==> src/rtl/clk_mod_counter_pkg.sv <==
// clk_mod_counter_pkg: shared mode and direction encodings for clk_mod_counter
package clk_mod_counter_pkg;
    localparam logic MODE_WRAP = 1'b0;
    localparam logic MODE_SAT  = 1'b1;
    localparam logic DIR_UP    = 1'b1;
    localparam logic DIR_DOWN  = 1'b0;
endpackage

==> src/rtl/clk_prescaler.sv <==
// clk_prescaler: emits one tick per PRESC_DIV enabled cycles; phase frozen while enable is low
module clk_prescaler #(
    parameter int PRESC_DIV = 1
) (
    input  logic clk,
    input  logic reset,
    input  logic enable,
    input  logic clr_sync,
    output logic tick
);
    localparam int PW = PRESC_DIV > 1 ? $clog2(PRESC_DIV) : 1;
    localparam logic [PW-1:0] LAST = PW'(PRESC_DIV - 1);
    logic [PW-1:0] cnt;
    assign tick = enable && cnt == LAST;
    always_ff @(posedge clk or posedge reset) begin
        if (reset) cnt <= '0;
        else if (clr_sync) cnt <= '0;
        else if (enable) cnt <= tick ? '0 : cnt + 1'b1;
    end
endmodule

==> src/rtl/clk_mod_counter.sv <==
// clk_mod_counter: up/down modulo counter with wrap/saturate, load, prescaled enable, tc pulse and sticky ovf
module clk_mod_counter
    import clk_mod_counter_pkg::*;
#(
    parameter int WIDTH     = 8,
    parameter int PRESC_DIV = 1
) (
    input  logic             clk,
    input  logic             reset,
    input  logic             enable,
    input  logic             clr,
    input  logic             load,
    input  logic [WIDTH-1:0] load_val,
    input  logic             up_dn,
    input  logic [WIDTH-1:0] limit,
    input  logic             mode,
    output logic [WIDTH-1:0] out,
    output logic             tc,
    output logic             ovf
);
    logic             tick;
    logic             up;
    logic             term;
    logic [WIDTH-1:0] nxt;
    logic [WIDTH-1:0] bound;
    clk_prescaler #(.PRESC_DIV(PRESC_DIV)) u_presc (
        .clk      (clk),
        .reset    (reset),
        .enable   (enable),
        .clr_sync (clr | load),
        .tick     (tick)
    );
    // Saturate tc marks only the entering step: next lands on the bound while current is not on it.
    always_comb begin
        up    = up_dn == DIR_UP;
        bound = up ? limit : '0;
        nxt   = up ? (out >= limit ? (mode == MODE_SAT ? limit : '0) : out + 1'b1)
                   : (out == '0 ? (mode == MODE_SAT ? '0 : limit) : out - 1'b1);
        term  = mode == MODE_SAT ? (nxt == bound && out != bound)
                                 : (up ? out >= limit : out == '0);
    end
    always_ff @(posedge clk or posedge reset) begin
        if (reset) begin
            out <= '0;
            tc  <= 1'b0;
            ovf <= 1'b0;
        end else if (clr) begin
            out <= '0;
            tc  <= 1'b0;
            ovf <= 1'b0;
        end else if (load) begin
            out <= load_val > limit ? limit : load_val;
            tc  <= 1'b0;
        end else if (tick) begin
            out <= nxt;
            tc  <= term;
            ovf <= ovf | term;
        end else begin
            tc  <= 1'b0;
        end
    end
endmodule

==> config.mk <==
export PLATFORM = sky130hd
export DESIGN_NAME = clk_mod_counter
export DESIGN_NICKNAME = d
export VERILOG_FILES = /design/src/rtl/clk_mod_counter_pkg.sv /design/src/rtl/clk_prescaler.sv /design/src/rtl/clk_mod_counter.sv
export SDC_FILE = /design/constraint.sdc
export NUM_CORES = 1
export LEC_CHECK = 0
export ABC_AREA = 1
export ABC_CLOCK_PERIOD_IN_PS = 2000
export CORE_AREA = 2 2 75 77
export DETAILED_ROUTE_END_ITERATION = 12
export DIE_AREA = 0 0 77 79
export GPL_ROUTABILITY_DRIVEN = 0
export HOLD_SLACK_MARGIN = 0.03
export PLACE_DENSITY = 0.62
export SYNTH_ARGS = -nofsm -noshare
export SYNTH_HDL_FRONTEND = slang
export SYNTH_SLANG_ARGS = --single-unit
export TNS_END_PERCENT = 100
==> constraint.sdc <==
create_clock -name clk -period 2 [get_ports clk]
set_clock_uncertainty 0.1 [all_clocks]
set_input_delay 0.3 -clock clk [delete_from_list [all_inputs] [get_ports clk]]
set_output_delay 0.3 -clock clk [all_outputs]
set_load 0.01 [all_outputs]
==> flow_summary.yaml, run 1 <==
drt:
  drt-pass1-iter-count: 4
  drc: 0
  drt-total-wl_um: 7142
  ant_nets: 0
  vias_per_cell: 4.960
  via_count: 2505
  first_iter_violations: 299
  wl_per_cell_um: 14.14
synthesis:
  ys_ff_latch: 11
  synth_warnings: 0
  syn-cell-area_mm2: 0.001933
  synth_cell_type_count: 32
  syn_area_per_cell_um2: 5.966
  syn-num-nets: 366
  syn_inst: 324
  ys_seq_area_share_pct: 14.24
sta:
  layout_setup_ws_ps: -304.5
  tns_ps: -1118
  hold_viol: 0
  maxSlewHeadroom_pct: 69.05
  tightest_slew_ps: 460.0
  rsz0062_at_grt: "yes"
  slew_violations: 0
  period_share_pct: 115.2
  whs_ps: 271.1
  min_period_ps: 2304
  setup_viol: 10
  fmax_mhz: 433.9
placed_design:
  dpl_worst_slack_ps: -805.0
  dp_hpwl_um: 5462
  portBuffers: 32
  placed_cell_area_mm2: 0.002844
  place_inst: 487
clock_network:
  clk_pin_slew_ps: 50
  clock-sinks: 11
  cts-root-buf: "clkbuf_8"
  htreeDepth: 1
  cts.path.max_buffers: 2
  numCtsBuffers: 3
  clk_latency_ps: 240
  cts_tree: "built"
global_routing:
  track_usage_pct: 23.82
  gr-usage-met1_pct: 31.11
  met3_usage_pct: 1.136
  gr-total-overflow: 0
  grt_pass1_wl_um: 11560
  grt_max_degree: 18
  antenna_found_initial: 0
  busiest_layer: "met2"
  grt_pass1_vias: 2486
  use_met2_pct: 42.11
run_status:
  violations: "setup timing"
  status: "finished, violations left"
floorplan:
  fp.dieH_um: 79
  coreArea_mm2: 0.005338
  std_cell_rows: 27
  die_x_um: 77
  dieArea_mm2: 0.006083
  num_io_pins: 33
  start_util_pct: 36.22
setup_path:
  critPathLaunchType: "flip-flop"
  critPathCaptureType: "flip-flop"
  worstPathArrival_ps: 2330
  crit_buf_inv: 8
  cp_slowest_cell: "dfrtp_1"
  timing.critical_path.mode_cell: "buf_4"
  critPathKind: "reg -> reg"
  crit_fanout: 9
  reg2reg_setup_slack_ps: -300
  path_cells: "buf_4, nor2_4, and2_4, nand2_4, inv_6, nor2_4, inv_2, buf_4, buf_4, buf_4, buf_4, o21ai_0, nand2_1, nand4_1, inv_1, nand2_1, nand2_1"
  critical_path.top_delay_family: "buffers and inverters"
  crit_required_ps: 2030
  slowest_delay_ps: 400
finish:
  fin_nets: 476
  diodes: 0
  multi_input_area_mm2: 0.001730
  fin_cells: 505
  fillerInstances: 534
  regArea_um2: 280.3
  drive_gt1_share_pct: 37.18
  synthToLayoutAreaGrowth_pct: 68.93
  fin_util_pct: 61.18
  final_area_mm2: 0.003266
power_and_ir_drop:
  p_leak_nw: 1.649
  p_total_mw: 1.715
  power.density_mw_per_mm2: 525.1
  vdd_drop_max_v: 0.0002574
job:
  cap_violations: 0
min_path:
  hold_path_class: "in -> async"
## logic make-up after synthesis
logic type               Yosys count  share of synthesized area, %
AO/OA/AOI/OAI                     41                         12.43
buffers and inverters             52                         11.52
XOR/XNOR                          15                         6.796
AND/OR/NAND/NOR                  186                         42.72
flip-flops                        11                         14.24
adder cells (fa/ha/maj)           19                         12.30
## area by class of cell
| class | count | share of cell area, % |
|---|---|---|
| multi-input cells | 263 | 52.99 |
| repair buffers | 111 | 28.85 |
| flip-flops and latches | 11 | 8.582 |
| inverters | 44 | 5.441 |
| well taps | 72 | 2.759 |
| clock buffers | 4 | 1.379 |
## path summary, 6_finish.rpt
| check | end | depth (start not counted) | startpoint |
|---|---|---|---|
| min | ovf | 2 | reset |
| max in group asynchronous | out[3] | 2 | reset |
| max | ovf | 17 | out[5] |
| min in group clk | ovf | 2 | ovf |
| max reg2reg | ovf | 17 | out[5] |
| min reg2reg | ovf | 2 | ovf |
## routing by layer
layer  share of wire, %  routed length, µm
met1                 43               3049
met2                 49               3513
met3                5.5                393
met4                2.6                185
met5                  0                  0
## state kept, by name, indices dropped and copies added (netlist names)
signal,cells
out,8
ovf,1
tc,1
u_presc.cnt,1
## cells in the final DEF (no fill, tap or decap), drive strengths merged
| master | n |
|---|---|
| clkinv | 1 |
| dfrtp | 11 |
| a21oi | 13 |
| o21bai | 1 |
| o211ai | 10 |
| buf | 79 |
| clkdlybuf4s50 | 24 |
| a31oi | 1 |
| ha | 19 |
| and2 | 2 |
| inv | 43 |
| xnor2 | 2 |
| nor3 | 1 |
| xor2 | 13 |
| clkbuf | 4 |
| o21ai | 15 |
| nand3b | 1 |
| a21o | 1 |
| nand4 | 8 |
| nor4 | 3 |
| dlygate4sd2 | 8 |
| nand2 | 112 |
| nand3 | 29 |
| nor2 | 32 |
## timing repair
item,CTS,global route
gates cloned,2,0
endpoints found under the setup margin,10,10
hold buffers,0,0
hold endpoints to repair,0,0
gates resized for setup,70,18
pin swaps,36,17
buffers inserted,12,2
## power breakdown
part / total [mW] / internal (mW) / switching [mW]
sequential: 0.265 / 0.246 / 0.0187
clock: 0.226 / 0.140 / 0.0855
combinational: 1.22 / 0.573 / 0.651
total: 1.71 / 0.959 / 0.755
## Yosys cell counts
| cell | count | area (µm²) |
|---|---|---|
| clkbuf_1 | 2 | 7.510 |
| nand2_1 | 106 | 397.9 |
| a21o_1 | 1 | 7.510 |
| and2_4 | 2 | 17.52 |
| a31oi_1 | 1 | 6.260 |
| dfrtp_1 | 11 | 275.3 |
| buf_6 | 2 | 22.52 |
| inv_2 | 3 | 11.26 |
| a21oi_1 | 13 | 65.06 |
| inv_4 | 1 | 6.260 |
| nand3_1 | 29 | 145.1 |
| nor2_1 | 27 | 101.4 |
| xnor2_1 | 2 | 17.52 |
| nor3_4 | 1 | 16.27 |
| o21bai_1 | 1 | 7.510 |
| ha_1 | 19 | 237.7 |
| o21ai_0 | 12 | 60.06 |
| o21ai_2 | 1 | 8.760 |
| nand4_1 | 8 | 50.05 |
| o21ai_1 | 2 | 10.01 |
| o211ai_1 | 10 | 75.07 |
| nor4_1 | 3 | 18.77 |
| buf_4 | 2 | 15.01 |
| nand3b_1 | 1 | 7.510 |
| buf_2 | 2 | 10.01 |
| clkinv_1 | 1 | 3.750 |
| nand2_4 | 1 | 11.26 |
| xor2_1 | 13 | 113.9 |
| inv_1 | 39 | 146.4 |
| nor2_4 | 2 | 22.52 |
| nand2_2 | 3 | 18.77 |
| nor2_2 | 3 | 18.77 |
No activity file was read; power rests on OpenSTA's default activity.
==> run 2: changes to the inputs <==
--- a/config.mk
+++ b/config.mk
@@ -7,12 +7,14 @@
 export LEC_CHECK = 0
 export ABC_AREA = 1
 export ABC_CLOCK_PERIOD_IN_PS = 2000
-export CORE_AREA = 2 2 75 77
+export CELL_PAD_IN_SITES_DETAIL_PLACEMENT = 1
+export CELL_PAD_IN_SITES_GLOBAL_PLACEMENT = 1
+export CORE_AREA = 2 2 80 82
 export DETAILED_ROUTE_END_ITERATION = 12
-export DIE_AREA = 0 0 77 79
-export GPL_ROUTABILITY_DRIVEN = 0
+export DIE_AREA = 0 0 82 84
+export GPL_ROUTABILITY_DRIVEN = 1
 export HOLD_SLACK_MARGIN = 0.03
-export PLACE_DENSITY = 0.62
+export PLACE_DENSITY = 0.76
 export SYNTH_ARGS = -nofsm -noshare
 export SYNTH_HDL_FRONTEND = slang
 export SYNTH_SLANG_ARGS = --single-unit
==> constraint.sdc (replaced) <==
create_clock -name clk -period 2 [get_ports clk]
set_clock_uncertainty 0.1 [all_clocks]
set_input_delay 0.3 -clock clk [delete_from_list [all_inputs] [get_ports clk]]
set_output_delay 0.3 -clock clk [all_outputs]
set_load 0.05 [all_outputs]
==> run 2 against run 1 <==
The run still ends with setup timing left; highest routed layer unchanged; critical path type unchanged; fmax down 16%; largest cell class unchanged; critical path depth is 2 higher; die area increased by 13%; combinational power increased by 27%; critical endpoint is now tc.
==> flow_summary.yaml, run 2 (synthesized netlist as in run 1, its figures left out) <==
run_status:
  status: "finished, violations left"
  violations: "setup timing"
job:
  cap_violations: 0
finish:
  diodes: 0
  drive_gt1_share_pct: 43.88
  largest_reg_flops: 8
  regMostFlops: "out"
  synthToLayoutAreaGrowth_pct: 79.68
  fin_util_pct: 56.98
  final_common_cell: "nand2_1"
  fillerInstances: 793
  fin_nets: 492
  final_area_mm2: 0.003473
  final_cell_mix: "nand2_1 (89), buf_4 (88), inv_1 (30)"
  fin_cells: 526
setup_path:
  slowest_delay_ps: 420
  critPathKind: "reg -> reg"
  r2r-end: "tc"
  timing.critical_path.mode_cell: "nand2_1"
  critPathLaunchType: "flip-flop"
  crit_buf_inv: 4
  r2r-start: "out[1]"
  critPathCaptureType: "flip-flop"
  path_cells: "buf_6, ha_4, nand2_2, nor2_1, nor2_1, nand2_1, nand2_4, nand2_4, buf_4, nand2_2, nand3_2, nand3_1, nand2_1, nand2_1, clkinv_1, nand2_1, o21bai_1, nand2_1, inv_1"
  reg2reg_setup_slack_ps: -750
  crit_fanout: 8
  cp_slowest_cell: "dfrtp_2"
  worstPathArrival_ps: 2840
  critical_path.top_delay_family: "simple AND/OR/NAND/NOR gates"
  rr_worst_depth: 19
  crit_required_ps: 2080
sta:
  fmax_mhz: 363.5
  maxSlewHeadroom_pct: 66.06
  min_period_ps: 2751
  rsz0062_at_grt: "yes"
  tns_ps: -3916
  tightest_slew_ps: 507.5
  layout_setup_ws_ps: -750.9
  slew_violations: 0
  setup_viol: 10
  period_share_pct: 137.5
  hold_viol: 0
drt:
  drt-total-wl_um: 11300
  via_count: 2916
  ant_nets: 0
  vias_per_cell: 5.544
  drt-pass1-iter-count: 4
  wl_per_cell_um: 21.48
  drc: 0
  first_iter_violations: 234
clock_network:
  hold_buffers: 0
  clk_latency_ps: 250
  cts_tree: "built"
  numCtsBuffers: 3
  htreeDepth: 1
  clk_pin_slew_ps: 60
  cts-root-buf: "clkbuf_8"
  cts.path.max_buffers: 2
  clock-sinks: 11
global_routing:
  grt_pass1_wl_um: 15250
  track_usage_pct: 29.39
  grt_max_degree: 12
  grt_pass1_vias: 3012
  gr-total-overflow: 0
  antenna_found_initial: 0
power_and_ir_drop:
  clockPowerShare_pct: 11.5
  power_frac_seq_pct: 13.6
  internal_power_mw: 1.049
  comb_power_share_pct: 74.9
  vdd_drop_max_v: 0.0002895
  p_leak_nw: 1.762
  swShare_pct: 49.39
  power.density_mw_per_mm2: 596.7
  p_total_mw: 2.072
  power.switching_mw: 1.024
floorplan:
  std_cell_rows: 29
  dieArea_mm2: 0.006888
  fp.dieH_um: 84
  coreArea_mm2: 0.006096
  die_x_um: 82
  num_io_pins: 33
  start_util_pct: 31.71
placed_design:
  placed_cell_area_mm2: 0.002839
  dp_hpwl_um: 6641
  place.gp.congestion: 0.9572
  portBuffers: 32
  place_inst: 494
min_path:
  hold_path_class: "in -> async"
[run 2: cell count changes in the layout (fill, tap and decap cells not counted), moves of 4 or more]
cell,delta
dfrtp_1,-4
nor2_4,+4
nor2_2,-4
buf_6,+8
buf_4,+17
clkdlybuf4s50_1,-8
[run 2: worst reg2reg max path, stage by stage, from the launching register on]
cell and delay, ps:
dfrtp_2 420, buf_6 140, ha_4 270, nand2_2 50
nor2_1 110, nor2_1 70, nand2_1 120, nand2_4 120
nand2_4 120, buf_4 120, nand2_2 60, nand3_2 90
nand3_1 110, nand2_1 120, nand2_1 70, clkinv_1 60
nand2_1 70, o21bai_1 250, nand2_1 140, inv_1 90
[run 2: power by group through the flow]
stage | Combinational [mW] | Sequential, mW | Clock (mW)
detailed placement | 1.07 | 0.275 | 0
floorplan | 0.525 | 0.357 | 0
global placement | 1.04 | 0.272 | 0
finish | 1.55 | 0.282 | 0.239
CTS | 1.25 | 0.274 | 0.234
global route | 1.64 | 0.282 | 0.247
[run 2: through the flow]
stage | hold WS [ps] | setup slack [ps]
after global placement | 390.8 | -741.3
final | 278.8 | -750.9
after CTS | 288.1 | -406.6
after floorplan | 52.05 | -155.1
after global routing | 323.1 | -804.6
after detailed placement | 394.0 | -858.6
[run 2: layer usage]
layer	share of wire (%)	track usage [%]	up-vias
met2	48	49.89	132
li1	-	-	1306
met5	0	0	-
met4	6.2	13.33	0
met1	38	35.58	1416
met3	7.1	4.545	62
[run 2: final cells by class]
| type | instances | area (µm²) | share of cell area [%] |
|---|---|---|---|
| Sequential cell | 11 | 287.8 | 8.285 |
| Timing Repair Buffer | 128 | 1081 | 31.12 |
| Clock buffer | 4 | 45.04 | 1.297 |
| Multi-Input combinational cell | 262 | 1785 | 51.40 |
| Inverter | 44 | 177.7 | 5.115 |
| Tap cell | 77 | 96.34 | 2.774 |
[run 2: how the worst max path moves through the flow]
stage | from | to | slack, ps | cells after the start
after global placement | limit[7] | ovf | -740 | 16
after CTS | out[1] | ovf | -410 | 19
final | out[1] | tc | -750 | 19
after detailed placement | limit[7] | ovf | -860 | 17
after global routing | out[1] | tc | -800 | 17
after floorplan | out[3] | ovf | -160 | 17
[run 2: repair_timing]
action / in CTS / in global routing
pin swaps: 41 / 36
gates resized for setup: 62 / 50
cloned: 1 / 0
setup endpoints to repair: 10 / 10
buffers inserted: 16 / 12
==> run 3: changes to the inputs <==
--- a/config.mk
+++ b/config.mk
@@ -6,15 +6,15 @@
 export NUM_CORES = 1
 export LEC_CHECK = 0
 export ABC_AREA = 1
-export ABC_CLOCK_PERIOD_IN_PS = 2000
+export ABC_CLOCK_PERIOD_IN_PS = 2800
 export CELL_PAD_IN_SITES_DETAIL_PLACEMENT = 1
 export CELL_PAD_IN_SITES_GLOBAL_PLACEMENT = 1
-export CORE_AREA = 2 2 80 82
+export CORE_AREA = 2 2 76 78
 export DETAILED_ROUTE_END_ITERATION = 12
-export DIE_AREA = 0 0 82 84
+export DIE_AREA = 0 0 78 80
 export GPL_ROUTABILITY_DRIVEN = 1
 export HOLD_SLACK_MARGIN = 0.03
-export PLACE_DENSITY = 0.76
+export PLACE_DENSITY = 0.8
 export SYNTH_ARGS = -nofsm -noshare
 export SYNTH_HDL_FRONTEND = slang
 export SYNTH_SLANG_ARGS = --single-unit
==> constraint.sdc (replaced) <==
create_clock -name clk -period 2.8 [get_ports clk]
set_clock_uncertainty 0.1 [all_clocks]
set_input_delay 0.42 -clock clk [delete_from_list [all_inputs] [get_ports clk]]
set_output_delay 0.42 -clock clk [all_outputs]
set_load 0.05 [all_outputs]
==> run 3 against run 2 <==
The flow now finishes without violations; first-iteration DRC count fell by 55%; setup slack improved by 890 ps; power fell by 47%; combinational power fell by 53%; critical path type is now in -> reg; highest routed layer unchanged.
==> flow_summary.yaml, run 3 (synthesized netlist as in run 1, its figures left out) <==
clock_network:
  cts-root-buf: "clkbuf_8"
  cts_tree: "built"
  clk_latency_ps: 240
  htreeDepth: 1
  numCtsBuffers: 3
  clock-sinks: 11
  cts.path.max_buffers: 2
  clk_pin_slew_ps: 60
global_routing:
  track_usage_pct: 23.33
  grt_pass1_vias: 2367
  antenna_found_initial: 0
  grt_max_degree: 14
  gr-total-overflow: 0
  grt_pass1_wl_um: 11430
sta:
  rsz0062_at_grt: "no"
  hold_viol: 0
  period_share_pct: 95.20
  tightest_slew_ps: 503.8
  slew_violations: 0
  tns_ps: 0
  fmax_mhz: 375.2
  maxSlewHeadroom_pct: 66.30
  setup_viol: 0
  whs_ps: 399.1
  layout_setup_ws_ps: 134.4
  min_period_ps: 2666
floorplan:
  dieArea_mm2: 0.006240
  std_cell_rows: 27
  coreArea_mm2: 0.005405
  fp.dieH_um: 80
  start_util_pct: 35.76
  die_x_um: 78
  num_io_pins: 33
power_and_ir_drop:
  power.density_mw_per_mm2: 401.4
  vdd_drop_max_v: 0.0002336
  p_leak_nw: 1.474
placed_design:
  portBuffers: 32
  dpl_worst_slack_ps: -237.1
  dp_hpwl_um: 5961
  place_inst: 459
  place.gp.congestion: 0.9306
setup_path:
  critPathKind: "in -> reg"
  critPathLaunchType: "input pin"
  critPathCaptureType: "flip-flop"
  worstPathArrival_ps: 2750
  r2r-end: "ovf"
  reg2reg_setup_slack_ps: 280
  startpoint: "limit[7]"
  rr_worst_depth: 17
  crit_required_ps: 2890
  crit_end: "ovf"
  r2r-start: "out[1]"
  crit_fanout: 6
finish:
  fin_cells: 466
  synthToLayoutAreaGrowth_pct: 40.39
  regMostFlops: "out"
  final_cell_mix: "nand2_1 (105), buf_4 (42), inv_1 (34)"
  fin_nets: 437
  largest_reg_flops: 8
  drive_gt1_share_pct: 18.02
  final_common_cell: "nand2_1"
  diodes: 0
min_path:
  hold_path_class: "in -> async"
run_status:
  status: "finished clean"
drt:
  drt-pass1-iter-count: 4
  ant_nets: 0
  first_iter_violations: 106
  vias_per_cell: 5.084
  via_count: 2369
  wl_per_cell_um: 15.30
  drc: 0
  drt-total-wl_um: 7131
job:
  cap_violations: 0
run 3: cell count changes in the layout (fill, tap and decap cells not counted), moves of 8 or more:
cell             before  now
dfrtp_1               3   11
o21ai_0               3   12
nand2_1              89  105
nand2_2              16    2
clkdlybuf4s50_1      16   26
buf_6                15    0
nand3_2              12    0
nand3_1              16   29
buf_4                88   42
run 3: layer usage:
layer	share of wire (%)	track usage (%)	vias to the layer above
met5	0	0	-
met4	1.9	7.368	0
met3	5.8	2.149	11
met2	48	40.09	59
met1	45	30.84	1106
li1	-	-	1193
run 3: timing repair:
item	4_1_cts	5_1_grt
setup endpoints to repair	0	2
buffers inserted	0	3
hold buffers	0	0
gates resized for setup	0	18
run 3: metrics by stage:
| stage | power [mW] | area [µm²] | utilization [%] |
|---|---|---|---|
| 3_3_place_gp | 0.8705 | 2581 | 47.75 |
| 6_report | 1.089 | 2714 | 50.21 |
| 5_1_grt | 1.175 | 2714 | 50.21 |
| 2_1_floorplan | 0.6196 | 1933 | - |
| 3_5_place_dp | 0.8890 | 2581 | 47.75 |
| 4_1_cts | 1.061 | 2626 | 48.59 |
run 3: power by group:
part           internal (mW)  switching (mW)  total, mW
Clock                  0.101          0.0687      0.169
Sequential             0.174          0.0144      0.189
Combinational          0.293           0.438      0.732
Total                  0.568           0.521       1.09
run 3: worst min path at each step:
stage,slack (ps),end,from
after floorplan,170,out[0],reset
after global placement,390,ovf,ovf
after detailed placement,390,ovf,ovf
after CTS,410,out[5],reset
after global routing,420,ovf,ovf
final,400,ovf,reset
run 3: cell type report:
type / instances / area [µm²]
clock buffers: 4 / 45.04
fillers: 743 / 2691
inverters: 44 / 167.7
multi-input cells: 261 / 1485
flip-flops and latches: 11 / 275.3
well taps: 72 / 90.09
repair buffers: 74 / 650.6
run 3: worst max-delay path, cell delays in order:
cell and delay (ps):
clkdlybuf4s50_1 490, inv_2 60, ha_4 240, a21o_1 210, nor2_4 210, buf_4 160
nand3_1 130, nand3_1 140, nand2_1 80, nand2_1 60, nand2_1 50, nor2_1 90
nand3_1 90, o21bai_2 180, nand2_1 90, nand2_1 60
